## config.mk

```make
export PLATFORM = sky130hd
export DESIGN_NAME = servo_to_level
export DESIGN_NICKNAME = d
export VERILOG_FILES = /design/src/rtl/servo_pkg.sv /design/src/rtl/servo_channel.sv /design/src/rtl/servo_to_level.sv
export SDC_FILE = /design/constraint.sdc
export NUM_CORES = 1
export LEC_CHECK = 0
export CAP_MARGIN = 20
export CORE_MARGIN = 3
export CORE_UTILIZATION = 50
export CTS_CLUSTER_DIAMETER = 150
export DETAILED_ROUTE_END_ITERATION = 6
export PLACE_DENSITY = 0.78
export SYNTH_ARGS = -nofsm -noshare
export SYNTH_HDL_FRONTEND = slang
export SYNTH_SLANG_ARGS = --single-unit
```

## constraint.sdc

```tcl
create_clock -name clk -period 2.8 [get_ports clk]
set_input_delay 0.7 -clock clk [delete_from_list [all_inputs] [get_ports clk]]
set_output_delay 0.7 -clock clk [all_outputs]
set_load 0.03 [all_outputs]
```

## src/rtl/servo_pkg.sv

```systemverilog
// Shared timing defaults and channel state encoding for the servo pulse decoder.
package servo_pkg;

   localparam int DEF_MIN_HIGH_COUNT = 5;
   localparam int DEF_MAX_HIGH_COUNT = 30;
   localparam int DEF_MIN_LOW_COUNT  = 230;
   localparam int DEF_MAX_LOW_COUNT  = 250;
   localparam int DEF_THRESH_LO      = 13;
   localparam int DEF_THRESH_HI      = 17;
   localparam int DEF_GOOD_FRAMES    = 3;

   typedef enum logic [1:0] {
      ST_WAIT = 2'd0,
      ST_HIGH = 2'd1,
      ST_LOW  = 2'd2
   } chan_state_t;

endpackage

```

## src/rtl/servo_channel.sv

```systemverilog
// One servo input: measures high time from edge strobes, validates frame timing,
// and derives a hysteresis level plus a loss-of-signal flag.
module servo_channel
   import servo_pkg::*;
#(
   parameter int   CNT_W          = 8,
   parameter int   MIN_HIGH_COUNT = DEF_MIN_HIGH_COUNT,
   parameter int   MAX_HIGH_COUNT = DEF_MAX_HIGH_COUNT,
   parameter int   MIN_LOW_COUNT  = DEF_MIN_LOW_COUNT,
   parameter int   MAX_LOW_COUNT  = DEF_MAX_LOW_COUNT,
   parameter int   THRESH_LO      = DEF_THRESH_LO,
   parameter int   THRESH_HI      = DEF_THRESH_HI,
   parameter int   GOOD_FRAMES    = DEF_GOOD_FRAMES,
   parameter logic FAILSAFE_VAL   = 1'b0
) (
   input  logic             clk,
   input  logic             rst,
   input  logic             rise,
   input  logic             fall,
   output logic             log,
   output logic             rx_problem,
   output logic [CNT_W-1:0] width,
   output logic             width_valid
);

   localparam int GOOD_W = $clog2(GOOD_FRAMES + 1);

   localparam logic [CNT_W-1:0]  MIN_HI   = CNT_W'(MIN_HIGH_COUNT);
   localparam logic [CNT_W-1:0]  MAX_HI   = CNT_W'(MAX_HIGH_COUNT);
   localparam logic [CNT_W-1:0]  MIN_LO   = CNT_W'(MIN_LOW_COUNT);
   localparam logic [CNT_W-1:0]  MAX_LO   = CNT_W'(MAX_LOW_COUNT);
   localparam logic [CNT_W-1:0]  TH_LO    = CNT_W'(THRESH_LO);
   localparam logic [CNT_W-1:0]  TH_HI    = CNT_W'(THRESH_HI);
   localparam logic [GOOD_W-1:0] GOOD_MAX = GOOD_W'(GOOD_FRAMES);

   chan_state_t       state;
   logic [CNT_W-1:0]  cnt;
   logic [GOOD_W-1:0] good;
   logic [GOOD_W-1:0] good_next;
   logic              fault;
   logic              start;
   logic              valid_fall;

   function automatic logic [CNT_W-1:0] sat_inc(input logic [CNT_W-1:0] v);
      return (v == '1) ? v : v + 1'b1;
   endfunction

   assign good_next = (good == GOOD_MAX) ? GOOD_MAX : good + 1'b1;

   always_comb begin
      fault      = 1'b0;
      start      = 1'b0;
      valid_fall = 1'b0;
      unique case (state)
         ST_WAIT: begin
            fault = rise & fall;
            start = rise & ~fall;
         end
         ST_HIGH: begin
            if (rise)
               fault = 1'b1;
            else if (fall)
               if (cnt > MIN_HI && cnt < MAX_HI) valid_fall = 1'b1;
               else                              fault      = 1'b1;
            else if (cnt > MAX_HI)
               fault = 1'b1;
         end
         ST_LOW: begin
            // A timeout outranks a late rise arriving on the same tick.
            if (fall || cnt > MAX_LO)
               fault = 1'b1;
            else if (rise)
               if (cnt > MIN_LO) start = 1'b1;
               else              fault = 1'b1;
         end
         default: fault = 1'b1;
      endcase
   end

   always_ff @(posedge clk) begin
      if (rst) begin
         state       <= ST_WAIT;
         cnt         <= '0;
         good        <= '0;
         rx_problem  <= 1'b1;
         log         <= FAILSAFE_VAL;
         width       <= '0;
         width_valid <= 1'b0;
      end else begin
         width_valid <= valid_fall;
         if (fault) begin
            state      <= ST_WAIT;
            cnt        <= '0;
            good       <= '0;
            rx_problem <= 1'b1;
            log        <= FAILSAFE_VAL;
         end else if (start) begin
            state <= ST_HIGH;
            cnt   <= '0;
         end else if (valid_fall) begin
            state <= ST_LOW;
            cnt   <= '0;
            width <= cnt;
            good  <= good_next;
            if (good_next == GOOD_MAX) rx_problem <= 1'b0;
            if (cnt > TH_HI)      log <= 1'b1;
            else if (cnt < TH_LO) log <= 1'b0;
         end else begin
            cnt <= sat_inc(cnt);
         end
      end
   end

endmodule

```

## src/rtl/servo_to_level.sv

```systemverilog
// Multi-channel servo-to-level converter: one independent servo_channel per input.
module servo_to_level
   import servo_pkg::*;
#(
   parameter int   CHANNELS       = 4,
   parameter int   CNT_W          = 8,
   parameter int   MIN_HIGH_COUNT = DEF_MIN_HIGH_COUNT,
   parameter int   MAX_HIGH_COUNT = DEF_MAX_HIGH_COUNT,
   parameter int   MIN_LOW_COUNT  = DEF_MIN_LOW_COUNT,
   parameter int   MAX_LOW_COUNT  = DEF_MAX_LOW_COUNT,
   parameter int   THRESH_LO      = DEF_THRESH_LO,
   parameter int   THRESH_HI      = DEF_THRESH_HI,
   parameter int   GOOD_FRAMES    = DEF_GOOD_FRAMES,
   parameter logic FAILSAFE_VAL   = 1'b0
) (
   input  logic                      clk,
   input  logic                      rst,
   input  logic [CHANNELS-1:0]       servo_rise,
   input  logic [CHANNELS-1:0]       servo_fall,
   output logic [CHANNELS-1:0]       log,
   output logic [CHANNELS-1:0]       rx_problem,
   output logic [CHANNELS*CNT_W-1:0] width,
   output logic [CHANNELS-1:0]       width_valid,
   output logic                      any_problem
);

   for (genvar i = 0; i < CHANNELS; i++) begin : g_chan
      servo_channel #(
         .CNT_W          (CNT_W),
         .MIN_HIGH_COUNT (MIN_HIGH_COUNT),
         .MAX_HIGH_COUNT (MAX_HIGH_COUNT),
         .MIN_LOW_COUNT  (MIN_LOW_COUNT),
         .MAX_LOW_COUNT  (MAX_LOW_COUNT),
         .THRESH_LO      (THRESH_LO),
         .THRESH_HI      (THRESH_HI),
         .GOOD_FRAMES    (GOOD_FRAMES),
         .FAILSAFE_VAL   (FAILSAFE_VAL)
      ) u_chan (
         .clk         (clk),
         .rst         (rst),
         .rise        (servo_rise[i]),
         .fall        (servo_fall[i]),
         .log         (log[i]),
         .rx_problem  (rx_problem[i]),
         .width       (width[i*CNT_W +: CNT_W]),
         .width_valid (width_valid[i])
      );
   end

   assign any_problem = |rx_problem;

endmodule

```

==> impl_metrics.tcl, run 1 <==
set metrics [dict create \
    p_clk_frac 0.384 \
    io_buffers 54 \
    p_sw_mw 0.588 \
    grtUsageMet1 0.271 \
    outcome "complete, no violations" \
    hp-class "flip-flop to flip-flop" \
    skew_ns 0.0147 \
    start_util 0.517 \
    grtUsageMet2 0.343 \
    slowest_delay_ns 0.61 \
    yosys.area.top_type "dfxtp_1" \
    swShare 0.238 \
    grt-busiest-layer "met2" \
    drtIter0Drc 131 \
    ant_nets 0 \
    fin_setup_tns_ns 0 \
    slew_violations 0 \
    place_hpwl_mm 7.16 \
    synth_most_common_cell "dfxtp_1" \
    clock_sinks 92 \
    yosysUniqueCellTypes 60 \
    cts_htree_levels 3 \
    synth_nets 569 \
    tightest_slew_ns 0.659 \
    period_share 0.915 \
    crit_path_start_kind "flip-flop" \
    via_count 3997 \
    grt_max_degree 23 \
    area_delta_synth_final_pct 17.1 \
    die_h_um 101 \
    synth_edf_count 0 \
    vias_per_cell 5.75 \
    combPwrFrac 0.071 \
    final-setup-viol-count 0 \
    netlist_top_cells_count "92 x dfxtp_1, 69 x nor2_1, 56 x nand2_1" \
    layout-drive-gt1-share 0.0698 \
    syn_inst 543 \
    die_w_um 101 \
    crit_required_ns 2.10 \
    grt_pass1_vias 3658 \
    cp_slowest_cell "clkdlybuf4s50_1" \
    clockRootBuffer "clkbuf_8" \
    numCtsBuffers 9 \
    seqPwrFrac 0.545 \
    synth_area_leaders "dfxtp_1 41%, nor2_1 5.7%, nand2_1 4.6%, ha_1 4.4%, a21oi_1 4.0%" \
    relSlewSlack 0.559 \
    drt-pass1-iter-count 4 \
    finalHoldViolCount 0 \
    grtUsageMet3 0.0406 \
    clock_latency_ns 0.35 \
    worstPathMaxFanout 3 \
    leakage_nw 1.92 \
    post_cts_buffers 0 \
    internal-power_mw 1.88 \
    worstPathArrival_ns 1.86 \
    synth_top_flop_cell "dfxtp_1" \
    clockBufferDepth 2 \
    register_area_um2 1840 \
    n_fill_cell 808 \
    powerDensity_nw_per_um2 465 \
    maxCapViolations 0 \
    fp.dieArea_um2 10200 \
    cts_tree "built" \
    endpoint_kind "output port" \
    nets 608 \
    crit_buf_inv 1 \
    fmax_ghz 0.390 \
    routed_wirelength_mm 10.2 \
    path_class "flip-flop to output port" \
    fin_util 0.606 \
    ctsResizeCount 0 \
    final.min_clock_period_ns 2.56 \
    ir_drop_uv 271 \
    synthArstFlopShare 0 \
    synth_top_area_frac 0.406 \
    wl_per_cell_um 14.6 \
    cts_hold_buf 0 \
    n_antenna_cell 0 \
    placementRows 34 \
    power_mw 2.47 \
    cpLargestDelayFamily "buffers and inverters" \
    io_pins 55 \
    rsz0062_at_grt "no" \
    yosys_warnings 0 \
    multi_input_area_um2 2430 \
    ys_seq_area_frac 0.406 \
    antenna_found_initial 0 \
    drc 0 \
    place.gp.congestion 0.956 \
    crit_chain "or4_1 > clkdlybuf4s50_1" \
    synth_seq_cells 92 \
    core_area_um2 8760 \
    syn-mean-instance-area_um2 8.35 \
    grt_pass1_wl_mm 17.2 \
    grt_remaining_overflow 0 \
    grt_util_all_layers 0.205 \
    cts.reportedPaths.clkPinSlew_ns 0.08 \
    syn_area_um2 4530 \
]
[layout by cell type (no fill, tap or decap), types with 3 or more instances in the layout]
| cell type | n |
|---|---|
| and3_1 | 12 |
| buf_4 | 10 |
| o211ai_1 | 5 |
| o21ai_1 | 3 |
| a21o_1 | 7 |
| clkdlybuf4s50_1 | 54 |
| o22ai_1 | 4 |
| and3b_1 | 7 |
| nor3b_1 | 11 |
| dfxtp_1 | 92 |
| xnor2_1 | 7 |
| a31oi_1 | 8 |
| and4_1 | 6 |
| ha_1 | 16 |
| nand2_1 | 56 |
| nor4_1 | 9 |
| o2111ai_1 | 5 |
| nand4_1 | 4 |
| nor3_1 | 20 |
| inv_1 | 18 |
| o21ai_0 | 18 |
| nor4b_1 | 4 |
| xor2_1 | 6 |
| nor2_1 | 69 |
| or2_2 | 4 |
| mux2i_1 | 10 |
| a21oi_1 | 36 |
| clkbuf_8 | 12 |
| and2_1 | 12 |
| nand3_1 | 17 |
| o311ai_0 | 5 |
[cell families (layout without fill, tap and decap cells)]
| logic type | Yosys count | after routing | synth area share |
|---|---|---|---|
| multiplexers | 10 | 10 | 0.0221 |
| XOR/XNOR | 13 | 13 | 0.0251 |
| flip-flops | 92 | 92 | 0.406 |
| adder cells (fa/ha/maj) | 16 | 16 | 0.0441 |
| AO/OA/AOI/OAI | 116 | 116 | 0.174 |
| buffers and inverters | 54 | 98 | 0.0577 |
| AND/OR/NAND/NOR | 242 | 242 | 0.271 |
[layout make-up]
cell class	count	area share
clock buffers	12	0.0311
clock inverters	4	0.0101
inverters	18	0.0127
multi-input cells	397	0.458
flip-flops and latches	92	0.347
well taps	108	0.0254
repair buffers	64	0.116
[per-layer routing]
layer  part of all wire  vias to the layer above
met4              0.014                        0
met1               0.45                     1886
met2               0.49                       97
li1                   -                     2001
met5                  0                        -
met3              0.042                       13
[power groups by stage]
stage	clock network, mW	logic, mW	registers (mW)
global route	1.02	0.196	1.35
global placement	0	0.168	1.37
floorplan	0	0.123	1.37
CTS	0.966	0.175	1.34
finish	0.948	0.176	1.34
detailed placement	0	0.173	1.37
[path summary, 6_finish.rpt]
| kind | depth (start not counted) | startpoint | slack (ns) | endpoint |
|---|---|---|---|---|
| min reg2reg | 2 | g_chan[2].u_chan.width[4] | 0.46 | g_chan[2].u_chan.width[4] |
| max | 2 | g_chan[2].u_chan.rx_problem | 0.24 | any_problem |
| max reg2reg | 7 | g_chan[1].u_chan.cnt[1] | 0.41 | g_chan[1].u_chan.cnt[1] |
| min | 2 | g_chan[2].u_chan.width[4] | 0.46 | g_chan[2].u_chan.width[4] |
[state kept, by name (all words and copies together) (netlist names)]
signal,count
g_chan.u_chan.cnt,32
g_chan.u_chan.good,8
g_chan.u_chan.log,4
g_chan.u_chan.rx_problem,4
g_chan.u_chan.state,8
g_chan.u_chan.width,32
g_chan.u_chan.width_valid,4
[per-stage QoR]
step	worst slack, ns	instances	hold WS, ns	instance area, µm²
global route	0.151	695	0.484	5310
detailed placement	0.165	679	0.444	5090
global placement	0.250	679	0.443	5090
finish	0.237	695	0.462	5310
floorplan	0.776	543	0.441	4530
CTS	0.210	695	0.466	5310
[worst register-to-register path, cell delays in order (launching register included)]
cell and delay (ns):
dfxtp_1 0.49, inv_1 0.14, ha_1 0.24, nor3b_1 0.30, o21a_1 0.18, o21ai_1 0.08
a221o_1 0.55, nor4_1 0.33
(Power assumes the default switching activity.)
==> run 2: changes to the inputs <==
--- a/config.mk
+++ b/config.mk
@@ -10,7 +10,7 @@
 export CORE_UTILIZATION = 50
 export CTS_CLUSTER_DIAMETER = 150
 export DETAILED_ROUTE_END_ITERATION = 6
-export PLACE_DENSITY = 0.78
+export PLACE_DENSITY = 0.82
 export SYNTH_ARGS = -nofsm -noshare
 export SYNTH_HDL_FRONTEND = slang
 export SYNTH_SLANG_ARGS = --single-unit
==> run 2 against run 1 <==
Net effect: clock power is 6.0% lower; non-clock buffer count is 1 higher; utilization is 0.23 points lower.
==> impl_metrics.tcl, run 2 (synthesis results as in run 1) <==
set metrics [dict create \
    hold_ws_ns 0.460 \
    clockBufferDepth 2 \
    internal-power_mw 1.82 \
    crit_buf_inv 1 \
    cpLargestDelayFamily "buffers and inverters" \
    layout-drive-gt1-share 0.0681 \
    cts_htree_levels 3 \
    combPwrFrac 0.074 \
    relSlewSlack 0.531 \
    worstPathMaxFanout 3 \
    clock_latency_ns 0.36 \
    cts_hold_buf 0 \
    p_clk_frac 0.369 \
    place_hpwl_mm 7.45 \
    core_area_um2 8760 \
    die_w_um 101 \
    grt_pass1_vias 3882 \
    n_antenna_cell 0 \
    grt_pass1_wl_mm 17.9 \
    clock_sinks 92 \
    tightest_slew_ns 0.700 \
    ant_nets 0 \
    fin_setup_tns_ns 0 \
    grt_max_degree 23 \
    drt-pass1-iter-count 5 \
    crit_path_start_kind "flip-flop" \
    swShare 0.246 \
    final-setup-viol-count 0 \
    hp-class "flip-flop to flip-flop" \
    preCtsSetupSlack_ns 0.186 \
    cp_slowest_cell "clkdlybuf4s50_1" \
    io_buffers 54 \
    layout_common_cells "92 x dfxtp_1, 69 x nor2_1, 56 x nand2_1, 54 x clkdlybuf4s50_1, 36 x a21oi_1" \
    fmax_ghz 0.389 \
    post_cts_buffers 0 \
    finalHoldViolCount 0 \
    vias_per_cell 5.83 \
    crit_required_ns 2.10 \
    final_common_cell "dfxtp_1" \
    cts.reportedPaths.clkPinSlew_ns 0.09 \
    period_share 0.917 \
    place.gp.congestion 0.927 \
    p_sw_mw 0.593 \
    die_h_um 101 \
    maxCapViolations 0 \
    cts_tree "built" \
    ir_drop_uv 326 \
    path_class "flip-flop to output port" \
    slew_violations 0 \
    rsz0062_at_grt "no" \
    via_count 4049 \
    area_delta_synth_final_pct 16.7 \
    numCtsBuffers 9 \
    powerDensity_nw_per_um2 456 \
    leakage_nw 1.92 \
    multi_input_area_um2 2430 \
    reg_top3 "g_chan.u_chan.cnt x32, g_chan.u_chan.width x32" \
    placementRows 34 \
    clockRootBuffer "clkbuf_8" \
    wl_per_cell_um 15.2 \
    routed_wirelength_mm 10.6 \
    ctsResizeCount 0 \
    outcome "complete, no violations" \
    drtIter0Drc 200 \
    worstPathArrival_ns 1.87 \
    drc 0 \
    seqPwrFrac 0.557 \
    setup_slack_ns 0.231 \
    slowest_delay_ns 0.61 \
    fp.dieArea_um2 10200 \
    crit_chain "or4_1 > clkdlybuf4s50_1" \
    grt_util_all_layers 0.214 \
    antenna_found_initial 0 \
    fin_util 0.604 \
    nets 609 \
    grt_remaining_overflow 0 \
    start_util 0.517 \
    register_area_um2 1840 \
    skew_ns 0.0110 \
    final.min_clock_period_ns 2.57 \
    endpoint_kind "output port" \
    io_pins 55 \
    n_fill_cell 760 \
    power_mw 2.41 \
]
[run 2: layer usage]
layer,global-route usage,wire (µm),vias to the layer above
met1,0.261,4570,1909
met4,0.0890,199,0
li1,-,-,2003
met5,0,0,-
met2,0.369,5230,115
met3,0.0406,592,22
[run 2: layout make-up]
cell class,instances,area share
multi-input combinational,397,0.460
sequential,92,0.348
timing repair buffer,65,0.118
clock buffer,11,0.0267
tap,108,0.0255
inverter,18,0.0128
clock inverter,4,0.00946
[run 2: worst paths after layout]
| kind | from | cells after the start | endpoint | slack, ns |
|---|---|---|---|---|
| min reg2reg | g_chan[2].u_chan.width[6] | 1 | g_chan[2].u_chan.width[6] | 0.46 |
| max | g_chan[2].u_chan.rx_problem | 2 | any_problem | 0.23 |
| min | g_chan[2].u_chan.width[6] | 1 | g_chan[2].u_chan.width[6] | 0.46 |
| max reg2reg | g_chan[1].u_chan.cnt[1] | 7 | g_chan[1].u_chan.cnt[3] | 0.47 |
[run 2: power by group through the flow]
stage	Clock [mW]	Sequential (mW)	Combinational [mW]
final	0.891	1.35	0.178
after global routing	0.962	1.35	0.196
after CTS	0.914	1.34	0.176
after detailed placement	0	1.38	0.173
after global placement	0	1.37	0.166
after floorplan	0	1.37	0.123
[run 2: stage by stage]
step	area, µm²	std cells
after CTS	5290	695
final	5290	695
after detailed placement	5100	680
after global placement	5100	680
after floorplan	4530	543
after global routing	5290	695
==> run 3: changes to the inputs <==
--- a/config.mk
+++ b/config.mk
@@ -6,11 +6,13 @@
 export NUM_CORES = 1
 export LEC_CHECK = 0
 export CAP_MARGIN = 20
-export CORE_MARGIN = 3
+export CORE_ASPECT_RATIO = 1.5
+export CORE_MARGIN = 2
 export CORE_UTILIZATION = 50
 export CTS_CLUSTER_DIAMETER = 150
 export DETAILED_ROUTE_END_ITERATION = 6
 export PLACE_DENSITY = 0.82
+export REMOVE_ABC_BUFFERS = 1
 export SYNTH_ARGS = -nofsm -noshare
 export SYNTH_HDL_FRONTEND = slang
 export SYNTH_SLANG_ARGS = --single-unit
==> run 3 against run 2 <==
Net effect: final area rose by 2.0%; sequential share of layout area fell by 0.67 points; critical path depth did not move; sequential cell count did not move; clock skew fell by 0.0020 ns; non-clock buffer count rose by 3; via count rose by 0.84%; clock power rose by 25%; clock-buffer cell count fell by 1; die area fell by 3.8%; power rose by 9.2%; highest routed layer unchanged.
==> impl_metrics.tcl, run 3 (synthesis results as in run 1) <==
set metrics [dict create \
    slowest_delay_ns 0.60 \
    ir_drop_uv 363 \
    combPwrFrac 0.067 \
    clock_sinks 92 \
    leakage_nw 1.96 \
    regToRegStartpoint "g_chan[1].u_chan.cnt[1]" \
    core_area_um2 8830 \
    grt_remaining_overflow 0 \
    maxCapViolations 0 \
    clockRootBuffer "clkbuf_16" \
    routed_wirelength_mm 10.5 \
    skew_ns 0.00909 \
    p_sw_mw 0.645 \
    vias_per_cell 5.82 \
    clock_latency_ns 0.35 \
    period_share 0.885 \
    cts_hold_buf 0 \
    outcome "complete, no violations" \
    place_hpwl_mm 7.45 \
    reg_top3 "g_chan.u_chan.cnt x32, g_chan.u_chan.width x32" \
    power_mw 2.64 \
    relSlewSlack 0.571 \
    die_w_um 81.8 \
    grt_util_all_layers 0.221 \
    clockBufferDepth 2 \
    via_count 4083 \
    final.min_clock_period_ns 2.48 \
    cts.reportedPaths.clkPinSlew_ns 0.06 \
    nets 612 \
    final-setup-viol-count 0 \
    n_antenna_cell 0 \
    numCtsBuffers 9 \
    ctsResizeCount 0 \
    fin_setup_tns_ns 0 \
    drc 0 \
    seqPwrFrac 0.511 \
    area_delta_synth_final_pct 19.0 \
    path_class "flip-flop to output port" \
    grt_max_degree 23 \
    io_pins 55 \
    crit_buf_inv 1 \
    postPlaceCellArea_um2 5120 \
    finalHoldViolCount 0 \
    hp-class "flip-flop to flip-flop" \
    crit_path_start_kind "flip-flop" \
    io_buffers 54 \
    fmax_ghz 0.403 \
    ant_nets 0 \
    antenna_found_initial 0 \
    post_cts_buffers 0 \
    crit_required_ns 2.10 \
    placementRows 42 \
    finish.instance_area_um2 5390 \
    die_h_um 121 \
    setup_slack_ns 0.321 \
    layout-drive-gt1-share 0.0745 \
    cts_htree_levels 3 \
    rsz0062_at_grt "no" \
    swShare 0.245 \
    wl_per_cell_um 14.9 \
    n_fill_cell 763 \
    cp_slowest_cell "clkdlybuf4s50_1" \
    powerDensity_nw_per_um2 489 \
    hold_ws_ns 0.458 \
    hp-start "g_chan[0].u_chan.width[6]" \
    layout_common_cells "92 x dfxtp_1, 69 x nor2_1, 56 x nand2_1, 54 x clkdlybuf4s50_1, 36 x a21oi_1" \
    worstPathArrival_ns 1.78 \
    crit_chain "or4_1 > clkdlybuf4s50_1" \
    cts_tree "built" \
    final_common_cell "dfxtp_1" \
    internal-power_mw 1.99 \
    drt-pass1-iter-count 5 \
    grt_pass1_wl_mm 17.2 \
    slew_violations 0 \
    place.gp.congestion 0.950 \
    startpoint "g_chan[2].u_chan.rx_problem" \
    start_util 0.514 \
    p_clk_frac 0.422 \
    tightest_slew_ns 0.641 \
    cpLargestDelayFamily "buffers and inverters" \
    worstPathMaxFanout 3 \
    endpoint_kind "output port" \
    fp.dieArea_um2 9860 \
    grt_pass1_vias 3892 \
    preCtsSetupSlack_ns 0.0531 \
    drtIter0Drc 190 \
]
-- run 3: cell count changes in the layout (fill, tap and decap cells not counted) --
cell | previous run | this run
clkbuf_16 | 0 | 9
clkinv_2 | 1 | 2
bufinv_16 | 1 | 0
clkbuf_8 | 10 | 0
buf_4 | 11 | 14
clkinv_4 | 0 | 1
clkinvlp_4 | 2 | 3
-- run 3: power by group through the flow --
stage	Sequential, mW	Clock (mW)	Combinational, mW
floorplan	1.37	0	0.112
global placement	1.37	0	0.166
detailed placement	1.38	0	0.175
CTS	1.35	1.14	0.176
global route	1.35	1.18	0.194
finish	1.35	1.11	0.178
-- run 3: per-layer routing --
layer / part of all wire / track usage / vias up
met2: 0.50 / 0.372 / 115
met1: 0.41 / 0.251 / 1923
met4: 0.038 / 0.132 / 0
met5: 0 / 0 / -
li1: - / - / 2006
met3: 0.043 / 0.0440 / 39
-- run 3: area by class of cell --
cell class                      count  area, µm²  area share
Multi-Input combinational cell    397       2430       0.451
Tap cell                          110        138      0.0255
Sequential cell                    92       1840       0.341
Timing Repair Buffer               68        646       0.120
Clock inverter                      6       41.3     0.00765
Inverter                           18       67.6      0.0125
Clock buffer                       10        229      0.0424
-- run 3: final timing paths --
path	endpoint	cells after the start	slack, ns
worst max register to register	g_chan[1].u_chan.cnt[3]	7	0.35
worst min-delay path	g_chan[0].u_chan.width[6]	1	0.46
worst min register to register	g_chan[0].u_chan.width[6]	1	0.46
worst max-delay path	any_problem	2	0.32
-- run 3: metrics by stage --
step | utilization | std cells
final | 0.611 | 701
after global routing | 0.611 | 701
after CTS | 0.611 | 701
after detailed placement | 0.580 | 685
after global placement | 0.580 | 685
after floorplan | - | 507
